**src/rtl/sum_acc_pkg.sv**
```systemverilog
// Shared widths and FSM encoding for the sum accumulator block.
package sum_acc_pkg;
    localparam int TOTAL_W = 16;
    localparam int CNT_W   = 8;

    typedef enum logic [1:0] {
        IDLE  = 2'd0,
        ACCUM = 2'd1,
        DONE  = 2'd2
    } state_t;
endpackage

```
**src/rtl/sum_accumulator_beat_counter.sv**
```systemverilog
// Counts accepted beats of a burst and flags the beat that completes it.
module beat_counter
    import sum_acc_pkg::*;
#(
    parameter int BURST_LEN = 4
) (
    input  logic clk,
    input  logic rst_n,
    input  logic clear,
    input  logic enable,
    output logic last
);
    localparam logic [CNT_W-1:0] TC = CNT_W'(BURST_LEN - 1);

    logic [CNT_W-1:0] count;

    always_ff @(posedge clk or negedge rst_n) begin
        if (!rst_n) begin
            count <= '0;
        end else if (clear) begin
            count <= '0;
        end else if (enable) begin
            count <= count + CNT_W'(1);
        end
    end

    // last is qualified by enable so it only fires on an actual transfer
    assign last = enable && (count == TC);
endmodule

```
**src/rtl/sum_accumulator.sv**
```systemverilog
// Accumulates {COUT,SUM} beats from an upstream 8-bit adder into a 16-bit burst total.
//   state | meaning
//   IDLE  | waiting for start; last result held on outputs
//   ACCUM | accepting beats until BURST_LEN have transferred
//   DONE  | result valid, held until out_ready
module sum_accumulator
    import sum_acc_pkg::*;
#(
    parameter int BURST_LEN = 4
) (
    input  logic               clk,
    input  logic               rst_n,
    input  logic               start,
    input  logic [7:0]         SUM,
    input  logic               COUT,
    input  logic               in_valid,
    output logic               in_ready,
    output logic [TOTAL_W-1:0] total,
    output logic [CNT_W-1:0]   carry_cnt,
    output logic               ovf,
    output logic               out_valid,
    input  logic               out_ready,
    output logic               busy
);
    state_t           state;
    logic             beat;
    logic             clear;
    logic             last;
    logic [TOTAL_W:0] sum_next;

    assign beat     = in_valid && in_ready;
    assign clear    = (state == IDLE) && start;
    assign sum_next = {1'b0, total} + (TOTAL_W + 1)'({COUT, SUM});

    beat_counter #(
        .BURST_LEN(BURST_LEN)
    ) u_beat_counter (
        .clk   (clk),
        .rst_n (rst_n),
        .clear (clear),
        .enable(beat),
        .last  (last)
    );

    always_ff @(posedge clk or negedge rst_n) begin
        if (!rst_n) begin
            state     <= IDLE;
            total     <= '0;
            carry_cnt <= '0;
            ovf       <= 1'b0;
            in_ready  <= 1'b0;
            out_valid <= 1'b0;
            busy      <= 1'b0;
        end else begin
            case (state)
                IDLE: begin
                    if (start) begin
                        state     <= ACCUM;
                        total     <= '0;
                        carry_cnt <= '0;
                        ovf       <= 1'b0;
                        in_ready  <= 1'b1;
                        busy      <= 1'b1;
                    end
                end
                ACCUM: begin
                    if (beat) begin
                        total <= sum_next[TOTAL_W-1:0];
                        ovf   <= ovf | sum_next[TOTAL_W];
                        if (COUT) begin
                            carry_cnt <= carry_cnt + CNT_W'(1);
                        end
                        if (last) begin
                            state     <= DONE;
                            in_ready  <= 1'b0;
                            out_valid <= 1'b1;
                        end
                    end
                end
                DONE: begin
                    // start is deliberately not looked at here, even alongside out_ready
                    if (out_ready) begin
                        state     <= IDLE;
                        out_valid <= 1'b0;
                        busy      <= 1'b0;
                    end
                end
                default: begin
                    state     <= IDLE;
                    in_ready  <= 1'b0;
                    out_valid <= 1'b0;
                    busy      <= 1'b0;
                end
            endcase
        end
    end
endmodule
```
**config.mk**
```make
export PLATFORM = sky130hd
export DESIGN_NAME = sum_accumulator
export DESIGN_NICKNAME = d
export VERILOG_FILES = /design/src/rtl/sum_acc_pkg.sv /design/src/rtl/sum_accumulator_beat_counter.sv /design/src/rtl/sum_accumulator.sv
export SDC_FILE = /design/constraint.sdc
export NUM_CORES = 1
export LEC_CHECK = 0
export ABC_AREA = 1
export BUFFER_PORTS_ARGS = -buffer_cell sky130_fd_sc_hd__buf_2
export CAP_MARGIN = 5
export CORE_MARGIN = 1
export CORE_UTILIZATION = 25
export CTS_CLUSTER_DIAMETER = 150
export DETAILED_ROUTE_END_ITERATION = 7
export SLEW_MARGIN = 10
export SYNTH_ARGS = -nofsm -noshare
export SYNTH_HDL_FRONTEND = slang
export SYNTH_SLANG_ARGS = --single-unit
```
**constraint.sdc**
```tcl
create_clock -name clk -period 2.47 [get_ports clk]
set_clock_uncertainty 0.2 [all_clocks]
set_input_delay 0.3705 -clock clk [delete_from_list [all_inputs] [get_ports clk]]
set_output_delay 0.3705 -clock clk [all_outputs]
set_load 0.02 [all_outputs]
```
After elaboration in Yosys (flattened, before gate mapping)
Index checks and enable logic that the tools add are counted.

Bits in registers: 38. Output and inout port bits: 28.

Muxes and demuxes: 26. Reduce and logical (&&, ||, !) cells: 12. Bitwise logic cells: 4. $add $sub $neg: 3. Eq/ne operators: 8.

Operators with widths (count): $mux W8 (5); $mux W16 (2); $pmux W16 S2 (1); $add A16 B9 Y17 (1); $add A8 B1 Y8 const B (2); $pmux W8 S2 (1); $reduce_and A4 Y1 (4); $pmux W1 S3 (3); $eq A8 B2 Y1 const B (1); $mux W1 (8); $mux W2 (4); $ne A2 B2 Y1 const B (4); $pmux W2 S3 (1); $reduce_and A3 Y1 (2); $reduce_bool A2 Y1 (2); $logic_and A1 B1 Y1 (3); $not A1 Y1 (3); $eq A2 B1 Y1 const B (1); $eq A2 B2 Y1 const B (1); $logic_not A2 Y1 (1); $ne A2 B1 Y1 const B (1); $pmux W1 S2 (1); $or A1 B1 Y1 (1).

Longest topological paths before layout
Gate-level depths: netlist of run 1.

Depth in word-level cells: 5. Mapped depth: 12. Depth with buffers taken out: 12.

Hierarchy
From an unflattened synthesis of run 1, not the netlist that was laid out.

Cells, all modules: 342. Area total of the unflattened synthesis: 2417.3 sq um.

Modules (own cells, without submodules): sum_accumulator (sequential area each 750.7 sq um, area an instance 1964.4 sq um, cells each 284, times used 1); beat_counter (sequential area each 200.2 sq um, area an instance 452.9 sq um, cells each 58, times used 1).

Worst setup path after synthesis of run 1
OpenSTA, ideal clock, no wires.

Kind: register to register. Start point: register total[0]. End point: register total[6]. Library setup time: 0.126 ns. Path slack: 0.446 ns. Data arrival time: 1.698 ns. Stages on the path, launching flop included: 12. Cell sequence: dfrtp_1 ha_1 inv_1 fa_1 inv_1 nand3_1 inv_1 nor2_1 o21ai_0 nand2_1 nand2_1 o21ai_0.

Word-level cells in the longest chain between the ends: 3.

RTL lines: start: declaration (RTL line sum_accumulator.sv:18) `output logic [TOTAL_W-1:0] total,`; start signal: assignment (RTL line sum_accumulator.sv:68) `total <= sum_next[TOTAL_W-1:0];`; $add A16 B9 Y17 (RTL line sum_accumulator.sv:33) `assign sum_next = {1'b0, total} + (TOTAL_W + 1)'({COUT, SUM});`; $mux W16 (RTL line sum_accumulator.sv:67) `if (beat) begin`; $pmux W16 S2 (RTL line sum_accumulator.sv:55) `case (state)`.

Every way passes these cells. The select of a mux whose other input is x is not followed. A chain may end at the register's enable or synchronous reset.

Worst setup path in the final report of run 1
Ends and elaborated chain as after synthesis.

==> results_dict.tcl, run 1 <==
set metrics [dict create \
    yosysTopAreaCell "dfrtp_1" \
    synth_seq_area_share_pct 38.99 \
    worstPathArrival_ps 2000 \
    r2r_start "total[0]$_DFFE_PN0P_" \
    fin_crit_sh_pct 81.14 \
    cts_made_buffers 5 \
    grt-ovfl-total 0 \
    finalSetupTns_ps 0 \
    wl_per_cell_um 11.50 \
    synth_area_per_cell_um2 7.215 \
    via_per_inst 4.278 \
    drc 0 \
    ys_types 34 \
    final_util_pct 31.12 \
    vias 2199 \
    final_cell_mix "102 x nand2_1, 44 x inv_1, 43 x nor2_1" \
    grt_pass1_wl_mm 10.09 \
    dp_slack_ps 368.5 \
    leakage_uw 0.001551 \
    diodes 0 \
    clkSinkCount 38 \
    dpl.hpwl_mm 4.542 \
    clk_path_buf_depth 2 \
    grt_max_degree 22 \
    io_pins 42 \
    final_nets 410 \
    p_per_area_nw_per_um2 973.8 \
    post_cts_buffers 0 \
    cts-resized-gates 0 \
    die_h_um 100.8 \
    path_clk_slew_ps 90 \
    row_count 35 \
    cp_max_fo 3 \
    hold_buffers 1 \
    rsz0062_at_grt "no" \
    synth_enable_flop_cells 0 \
    drive_above_1_share_pct 18.70 \
    finalPower_uw 2827 \
    place_inst 505 \
    synth_top_cell_area_share_pct 38.99 \
    crit_type "reg2reg" \
    fmax_mhz 498.9 \
    syn_nets 364 \
    ys_ff_latch 38 \
    status "finished, final reports clean" \
    cp_data_required_time_ps 2460 \
    ir_drop_mv 0.3420 \
    cts_max_level 2 \
    clockRootBuffer "clkbuf_8" \
    min_path_type "in2reg" \
    cp-start-kind "register" \
    synth_top_flop_cell "dfrtp_1" \
    wirelength_mm 5.909 \
    finalMaxSlewViolations 0 \
    synthTopCellsByArea "dfrtp_1 39%, nand2_1 16%, inv_1 6.8%" \
    grt_usage_pct 12.77 \
    area_growth_pct 19.04 \
    critPathCaptureType "register" \
    core_um2 9328 \
    min_period_ps 2004 \
    relSlewSlack_pct 57.33 \
    first_iter_violations 82 \
    hold_viol 0 \
    antenna_found_initial 0 \
    grt_pass1_vias 2118 \
    ant_nets 0 \
    final_common_cell "nand2_1" \
    cap_violations 0 \
    startpoint "total[0]$_DFFE_PN0P_" \
    worst_pin_slew_ps 639.9 \
    die-area_um2 10150 \
    final_cells 514 \
    die_x_um 100.8 \
    drtPass1Iterations 4 \
    initial_core_util_pct 26.14 \
    synth-async-reset-ratio_pct 100.0 \
    gp_congestion 0.8680 \
    netlist_area_um2 2439 \
    ys_warn_count 0 \
    setup_slack_ps 465.8 \
    clk_latency_ps 300 \
    port_buffers 41 \
    postSynthCellCount 338 \
    cts_tree "built" \
    holdCritStartpoint "in_valid" \
    setup_violations 0 \
]
==> layer usage <==
| layer | wire length [µm] | track usage (%) |
|---|---|---|
| met1 | 2874 | 16.12 |
| met2 | 2656 | 20.55 |
| met3 | 288 | 3.606 |
| met4 | 90 | 5.128 |
| met5 | 0 | 0 |
==> cell families (layout without fill, tap and decap cells) <==
group / count (synthesis) / in the layout / share of synthesized area, %
xor+xnor: 4 / 4 / 1.437
fa+ha+maj: 12 / 12 / 6.465
compound gates: 43 / 43 / 10.42
buf+inv: 53 / 100 / 9.235
flops: 38 / 38 / 38.99
simple gates: 188 / 188 / 33.45
==> worst max-delay path, stage by stage, from the launching register on <==
cell     delay, ps
dfrtp_1        370
ha_1           190
inv_1           60
fa_1           400
inv_1          100
nand3_1         90
inv_1           70
nor2_1          50
o21ai_0        190
nand2_1         70
nand2_1         60
o21ai_0         60
==> path summary, 6_finish.rpt <==
check / end / slack, ps / depth (start not counted)
setup / recovery: total[6]$_DFFE_PN0P_ / 470 / 11
hold / removal: u_beat_counter.count[1]$_DFFE_PN0P_ / 190 / 4
hold reg to reg: out_valid$_DFFE_PN0P_ / 300 / 2
min in group asynchronous: total[3]$_DFFE_PN0P_ / 370 / 2
setup reg to reg: total[6]$_DFFE_PN0P_ / 470 / 11
max in group asynchronous: carry_cnt[0]$_DFFE_PN0P_ / 1150 / 3
==> power by group <==
part | internal [µW] | leakage [µW] | switching [µW] | total, µW
registers | 778 | 0.000509 | 137 | 915
logic | 443 | 0.000992 | 919 | 1360
clock network | 301 | 0.0000504 | 249 | 550
total | 1520 | 0.00155 | 1310 | 2830
==> through the flow <==
stage	instance area, µm²	hold slack, ps
floorplan	2439	-125.1
global placement	2779	173.7
detailed placement	2779	178.5
CTS	2903	180.0
global route	2903	206.8
finish	2903	188.3
==> layout make-up <==
class                           count  area [µm²]
Sequential cell                    38       950.9
Tap cell                          129       161.4
Clock buffer                        5       68.82
Timing Repair Buffer               45       237.7
Clock inverter                      3       45.04
Multi-Input combinational cell    247        1262
Fill cell                        1021        6425
Inverter                           47       176.4
==> cell usage after synthesis (2+ instances only) <==
master   instances
buf_2            3
nor2_1          43
nor3_2           2
buf_6            3
inv_1           44
nor2_4           3
nor2_2           2
nand2_4          2
nand3_1         28
o21ai_0         19
ha_1            11
inv_2            3
a21oi_1         13
nand2_2          2
xnor2_1          3
nand2_1        102
dfrtp_1         38
==> sequential cells by signal (all words and copies together), names as in the netlist <==
name,flops
total,16
u_beat_counter.count,8
ovf,1
carry_cnt,8
out_valid,1
in_ready,1
state,2
busy,1
No activity file was read; power rests on OpenSTA's default activity.
==> run 2: changes to the inputs <==
- ABC_AREA: 1 -> 0
- clock period: 2.47 -> 2 ns (I/O delays scaled with it)
==> run 2 against run 1 <==
The flow now finishes with violations (setup timing). Critical path depth is 2 lower. Total power is 61% higher. Synthesized area is 11% lower. Setup slack worse by 710 ps. Routed wire length is 2.8% lower. First-iteration DRC count is 9.8% lower. Core utilization is 6.1 points higher. Flip-flop and latch count stayed put. Via count is 6.5% lower. Count of clock-buffer cells in the layout is 1 higher. Largest power group unchanged.
==> results_dict.tcl, run 2 <==
set metrics [dict create \
    synth_area_per_cell_um2 9.352 \
    wl_per_cell_um 13.67 \
    fillCellCount 827 \
    timing.rr.end "total[12]$_DFFE_PN0P_" \
    dpl.hpwl_mm 4.234 \
    clk_path_buf_depth 2 \
    setup_slack_ps -242.0 \
    synth_top_flop_cell "dfrtp_1" \
    path_clk_slew_ps 80 \
    finalPower_uw 4554 \
    cp_data_required_time_ps 2020 \
    min_period_ps 2242 \
    placed_area_um2 2781 \
    rrSetupSlack_ps -240 \
    drtPass1Iterations 4 \
    core_um2 8299 \
    relSlewSlack_pct 70.55 \
    cp_max_fo 4 \
    finalMaxSlewViolations 0 \
    cts_made_buffers 5 \
    drc 0 \
    port_buffers 41 \
    die_h_um 95.16 \
    cts_max_level 2 \
    diodes 0 \
    area_growth_pct 42.50 \
    worstPathArrival_ps 2260 \
    whs_path_depth 4 \
    postLayoutCellArea_um2 3092 \
    cp-start-kind "register" \
    first_iter_violations 74 \
    hold_viol 0 \
    vias 2055 \
    row_count 33 \
    ys_types 45 \
    synth_enable_flop_cells 0 \
    synth_seq_area_share_pct 43.83 \
    critPathCaptureType "register" \
    violations "setup timing" \
    grt_usage_pct 13.84 \
    r2r_start "total[0]$_DFFE_PN0P_" \
    ir_drop_mv 0.4042 \
    wirelength_mm 5.742 \
    min_path_type "in2reg" \
    die_x_um 95.16 \
    seq_area_um2 954.7 \
    final_cell_mix "41 x buf_2, 41 x buf_4, 35 x dfrtp_1" \
    grt_pass1_wl_mm 9.646 \
    synth-async-reset-ratio_pct 100.0 \
    via_per_inst 4.893 \
    yosysMostFrequentCell "dfrtp_1" \
    io_pins 42 \
    clockRootBuffer "clkbuf_8" \
    die-area_um2 9054 \
    fmax_mhz 446.0 \
    startpoint "total[0]$_DFFE_PN0P_" \
    clk_latency_ps 290 \
    grt_pass1_vias 1990 \
    dp_slack_ps -190.4 \
    ys_ff_latch 38 \
    largest-register "total" \
    yosysTopAreaCell "dfrtp_1" \
    reg2reg_depth 9 \
    top_regs "total (16), carry_cnt (8), u_beat_counter.count (8)" \
    leakage_uw 0.001422 \
    grt-ovfl-total 0 \
    grt_max_degree 20 \
    status "finished, violations left" \
    min_to "out_valid$_DFFE_PN0P_" \
    netlist_area_um2 2170 \
    holdCritStartpoint "out_ready" \
    final_nets 340 \
    initial_core_util_pct 26.14 \
    setup_violations 7 \
    ys_warn_count 0 \
    cts_tree "built" \
    postSynthCellCount 232 \
    ant_nets 0 \
    clkSinkCount 38 \
    synthTopCellsByArea "dfrtp_1 44%, ha_1 6.3%, xor2_1 5.7%" \
    worst_pin_slew_ps 437.2 \
    final_util_pct 37.25 \
    gp_congestion 0.8330 \
    multiInputGateArea_um2 1314 \
    crit_type "reg2reg" \
    synthTopCellsByCount "38 x dfrtp_1, 20 x nand2_1, 20 x nor2_1" \
    largest_reg_flops 16 \
    cap_violations 0 \
    p_per_area_nw_per_um2 1473 \
    antenna_found_initial 0 \
    fin_crit_sh_pct 112.1 \
    rsz0062_at_grt "yes" \
    drive_above_1_share_pct 38.10 \
    syn_nets 258 \
    synth_top_cell_area_share_pct 43.83 \
]
run 2: changes by cell type in the layout (fill, tap and decap cells not counted), moves of 4 or more:
cell      previous run  this run
and3_1               0         4
ha_4                 0         5
xor2_1               1        14
buf_4                3        41
o211ai_1             0         4
nand3_1             28        11
ha_1                11         6
nor2_1              43        20
inv_1               44         6
o21ai_0             19        14
or3_1                0         4
nand2_1            102        20
nand4_1              1         7
run 2: worst max-delay path, cell delays in order, from the launching register on:
cell	delay, ps
dfrtp_2	390
ha_4	140
inv_2	30
fa_2	340
nor2b_2	150
o31a_1	290
buf_4	170
a31oi_4	90
nor3_2	160
mux2i_1	200
run 2: cell families (layout without fill, tap and decap cells):
group	after synthesis	count (layout)	synth area share, %
AO/OA/AOI/OAI	65	65	18.69
XOR/XNOR	18	18	7.266
adder cells (fa/ha/maj)	12	12	7.266
buffers and inverters	15	98	3.287
flip-flops	38	38	43.83
multiplexers	2	2	0.9804
AND/OR/NAND/NOR	82	82	18.68
run 2: layer usage:
| layer | global-route usage [%] | vias up | routed length, µm |
|---|---|---|---|
| met4 | 4.798 | 0 | 158 |
| met1 | 17.54 | 985 | 2591 |
| li1 | - | 1001 | - |
| met3 | 4.306 | 14 | 370 |
| met2 | 22.14 | 55 | 2622 |
| met5 | 0 | - | 0 |
run 2: worst max-delay path by stage:
| stage | endpoint | slack, ps | cells past startpoint |
|---|---|---|---|
| 6_report | total[12]$_DFFE_PN0P_ | -240 | 9 |
| 5_1_grt | total[12]$_DFFE_PN0P_ | -330 | 9 |
| 4_1_cts | total[14]$_DFFE_PN0P_ | -180 | 8 |
| 3_5_place_dp | total[14]$_DFFE_PN0P_ | -190 | 9 |
| 3_3_place_gp | total[14]$_DFFE_PN0P_ | -130 | 9 |
| 2_1_floorplan | total[14]$_DFFE_PN0P_ | -120 | 8 |
run 2: timing repair:
item,4_1_cts,5_1_grt
resized for setup,8,16
endpoints found under the setup margin,10,16
pin swaps,12,9
hold buffers,1,0
endpoints found under the hold margin,38,0
cloned,0,0
setup buffers,4,2
run 2: area by class of cell:
class	instances	share of cell area, %
clock buffers	6	2.671
multi-input cells	179	42.49
repair buffers	83	16.92
inverters	7	0.8499
well taps	105	4.249
flip-flops and latches	38	30.88
clock inverters	2	1.943
run 2: where the power goes:
group	total [µW]	leakage, µW	internal (µW)	switching (µW)
sequential	1270	0.000487	1010	259
combinational	2450	0.000864	1140	1320
clock	827	0.0000714	533	295
run 2: through the flow:
stage               hold WS (ps)  std cells  TNS (ps)
detailed placement        -40.33        406    -895.7
CTS                        83.25        419    -752.1
floorplan                 -195.6        232    -190.3
finish                     87.54        420     -1141
global placement          -42.50        406    -531.5
global route               99.82        420     -1978
==> run 3: changes to the inputs <==
- CORE_MARGIN: 1 -> 1.5
- clock period: 2 -> 2.6 ns (I/O delays scaled with it)
==> run 3 against run 2 <==
The run now ends clean. Register-to-register slack better by 520 ps. Worst hold slack worse by 75 ps. Count of clock-buffer cells in the layout up 1. Sequential share of layout area up 5.9 points. Final cell count down 8.8%. Non-clock buffer count down 36.
==> results_dict.tcl, run 3 (synthesis gave the netlist of run 2 again) <==
set metrics [dict create \
    core_um2 8299 \
    worstPathArrival_ps 2340 \
    grt_max_degree 39 \
    final_cell_mix "41 x buf_2, 38 x dfrtp_1, 20 x nor2_1, 20 x nand2_1, 18 x o21ai_0" \
    clk_path_buf_depth 2 \
    critPathCaptureType "register" \
    die_h_um 96.16 \
    largest_reg_flops 16 \
    first_iter_violations 122 \
    crit_type "reg2reg" \
    die_x_um 96.16 \
    finalSetupTns_ps 0 \
    final_cells 383 \
    final_util_pct 31.12 \
    area_growth_pct 19.03 \
    gp_congestion 0.8113 \
    cts_tree "built" \
    critPathTopFamily "simple AND/OR/NAND/NOR gates" \
    status "finished, final reports clean" \
    vias 1877 \
    grt_pass1_wl_mm 8.859 \
    fmax_mhz 430.3 \
    clkSinkCount 38 \
    ant_nets 0 \
    leakage_uw 0.001205 \
    top_regs "total (16), carry_cnt (8), u_beat_counter.count (8)" \
    slowest_delay_ps 370 \
    worst_pin_slew_ps 856.6 \
    setup_slack_ps 276.0 \
    ir_drop_mv 0.3156 \
    finalMaxSlewViolations 0 \
    hold_buffers 0 \
    min_period_ps 2324 \
    drc 0 \
    initial_core_util_pct 26.14 \
    via_per_inst 4.901 \
    drive_above_1_share_pct 19.42 \
    dpl.hpwl_mm 3.757 \
    cap_violations 0 \
    io_pins 42 \
    critical_path_buf_inv_count 1 \
    dp_slack_ps 177.0 \
    path_clk_slew_ps 70 \
    crit_chain "ha_1, inv_1, fa_1, nor2b_1, o31a_1, a31oi_1, or3_1, a21oi_1" \
    grt_usage_pct 12.43 \
    wirelength_mm 5.112 \
    p_per_area_nw_per_um2 1050 \
    grt_pass1_vias 1827 \
    rsz0062_at_grt "no" \
    cts_max_level 2 \
    wl_per_cell_um 13.35 \
    port_buffers 41 \
    diodes 0 \
    final_common_cell "buf_2" \
    fin_hold_ws_ps 12.51 \
    hold_viol 0 \
    cts_made_buffers 5 \
    drtPass1Iterations 4 \
    clk_latency_ps 280 \
    post_cts_buffers 0 \
    cp_max_fo 4 \
    row_count 33 \
    largest-register "total" \
    die-area_um2 9246 \
    clockRootBuffer "clkbuf_8" \
    cp_data_required_time_ps 2610 \
    antenna_found_initial 0 \
    place_inst 376 \
    fin_crit_sh_pct 89.38 \
    slowest_stage "dfrtp_1" \
    final_nets 304 \
    relSlewSlack_pct 42.90 \
    setup_violations 0 \
    cp-start-kind "register" \
    cts-resized-gates 0 \
    min_path_type "in2async" \
    grt-ovfl-total 0 \
]
-- run 3: changes by cell type in the layout (fill, tap and decap cells not counted), sizes merged --
cell         before  now
clkbuf            6    7
dlygate4sd3       1    0
buf              82   47
bufinv            2    0
-- run 3: layout make-up --
type	count	area [µm²]
Fill cell	850	5717
Multi-Input combinational cell	179	1147
Sequential cell	38	950.9
Timing Repair Buffer	47	250.2
Tap cell	105	131.4
Clock buffer	7	76.32
Inverter	7	26.28
-- run 3: power breakdown --
part	internal, µW	switching, µW
Sequential	777	234
Combinational	536	786
Clock	185	194
Total	1500	1210
-- run 3: layer usage --
metal,vias up,track usage [%],part of all wire (%)
met5,-,0,0
met4,0,3.922,1.4
met3,6,2.923,3.9
met2,34,19.95,45
met1,911,16.43,50
li1,926,-,-
-- run 3: final timing paths --
path	start	endpoint	slack, ps	cells past startpoint
hold reg to reg	ovf$_DFFE_PN0P_	ovf$_DFFE_PN0P_	300	1
min in group clk	out_ready	out_valid$_DFFE_PN0P_	210	4
hold / removal	rst_n	total[7]$_DFFE_PN0P_	10	1
max in group asynchronous	rst_n	carry_cnt[1]$_DFFE_PN0P_	1640	1
setup / recovery	total[0]$_DFFE_PN0P_	total[14]$_DFFE_PN0P_	280	8
setup reg to reg	total[0]$_DFFE_PN0P_	total[14]$_DFFE_PN0P_	280	8
-- run 3: metrics by stage --
stage / total power [µW] / cell area [µm²]
4_1_cts: 2744 / 2582
6_report: 2712 / 2582
3_3_place_gp: 2328 / 2506
2_1_floorplan: 1941 / 2170
3_5_place_dp: 2350 / 2506
5_1_grt: 2958 / 2582
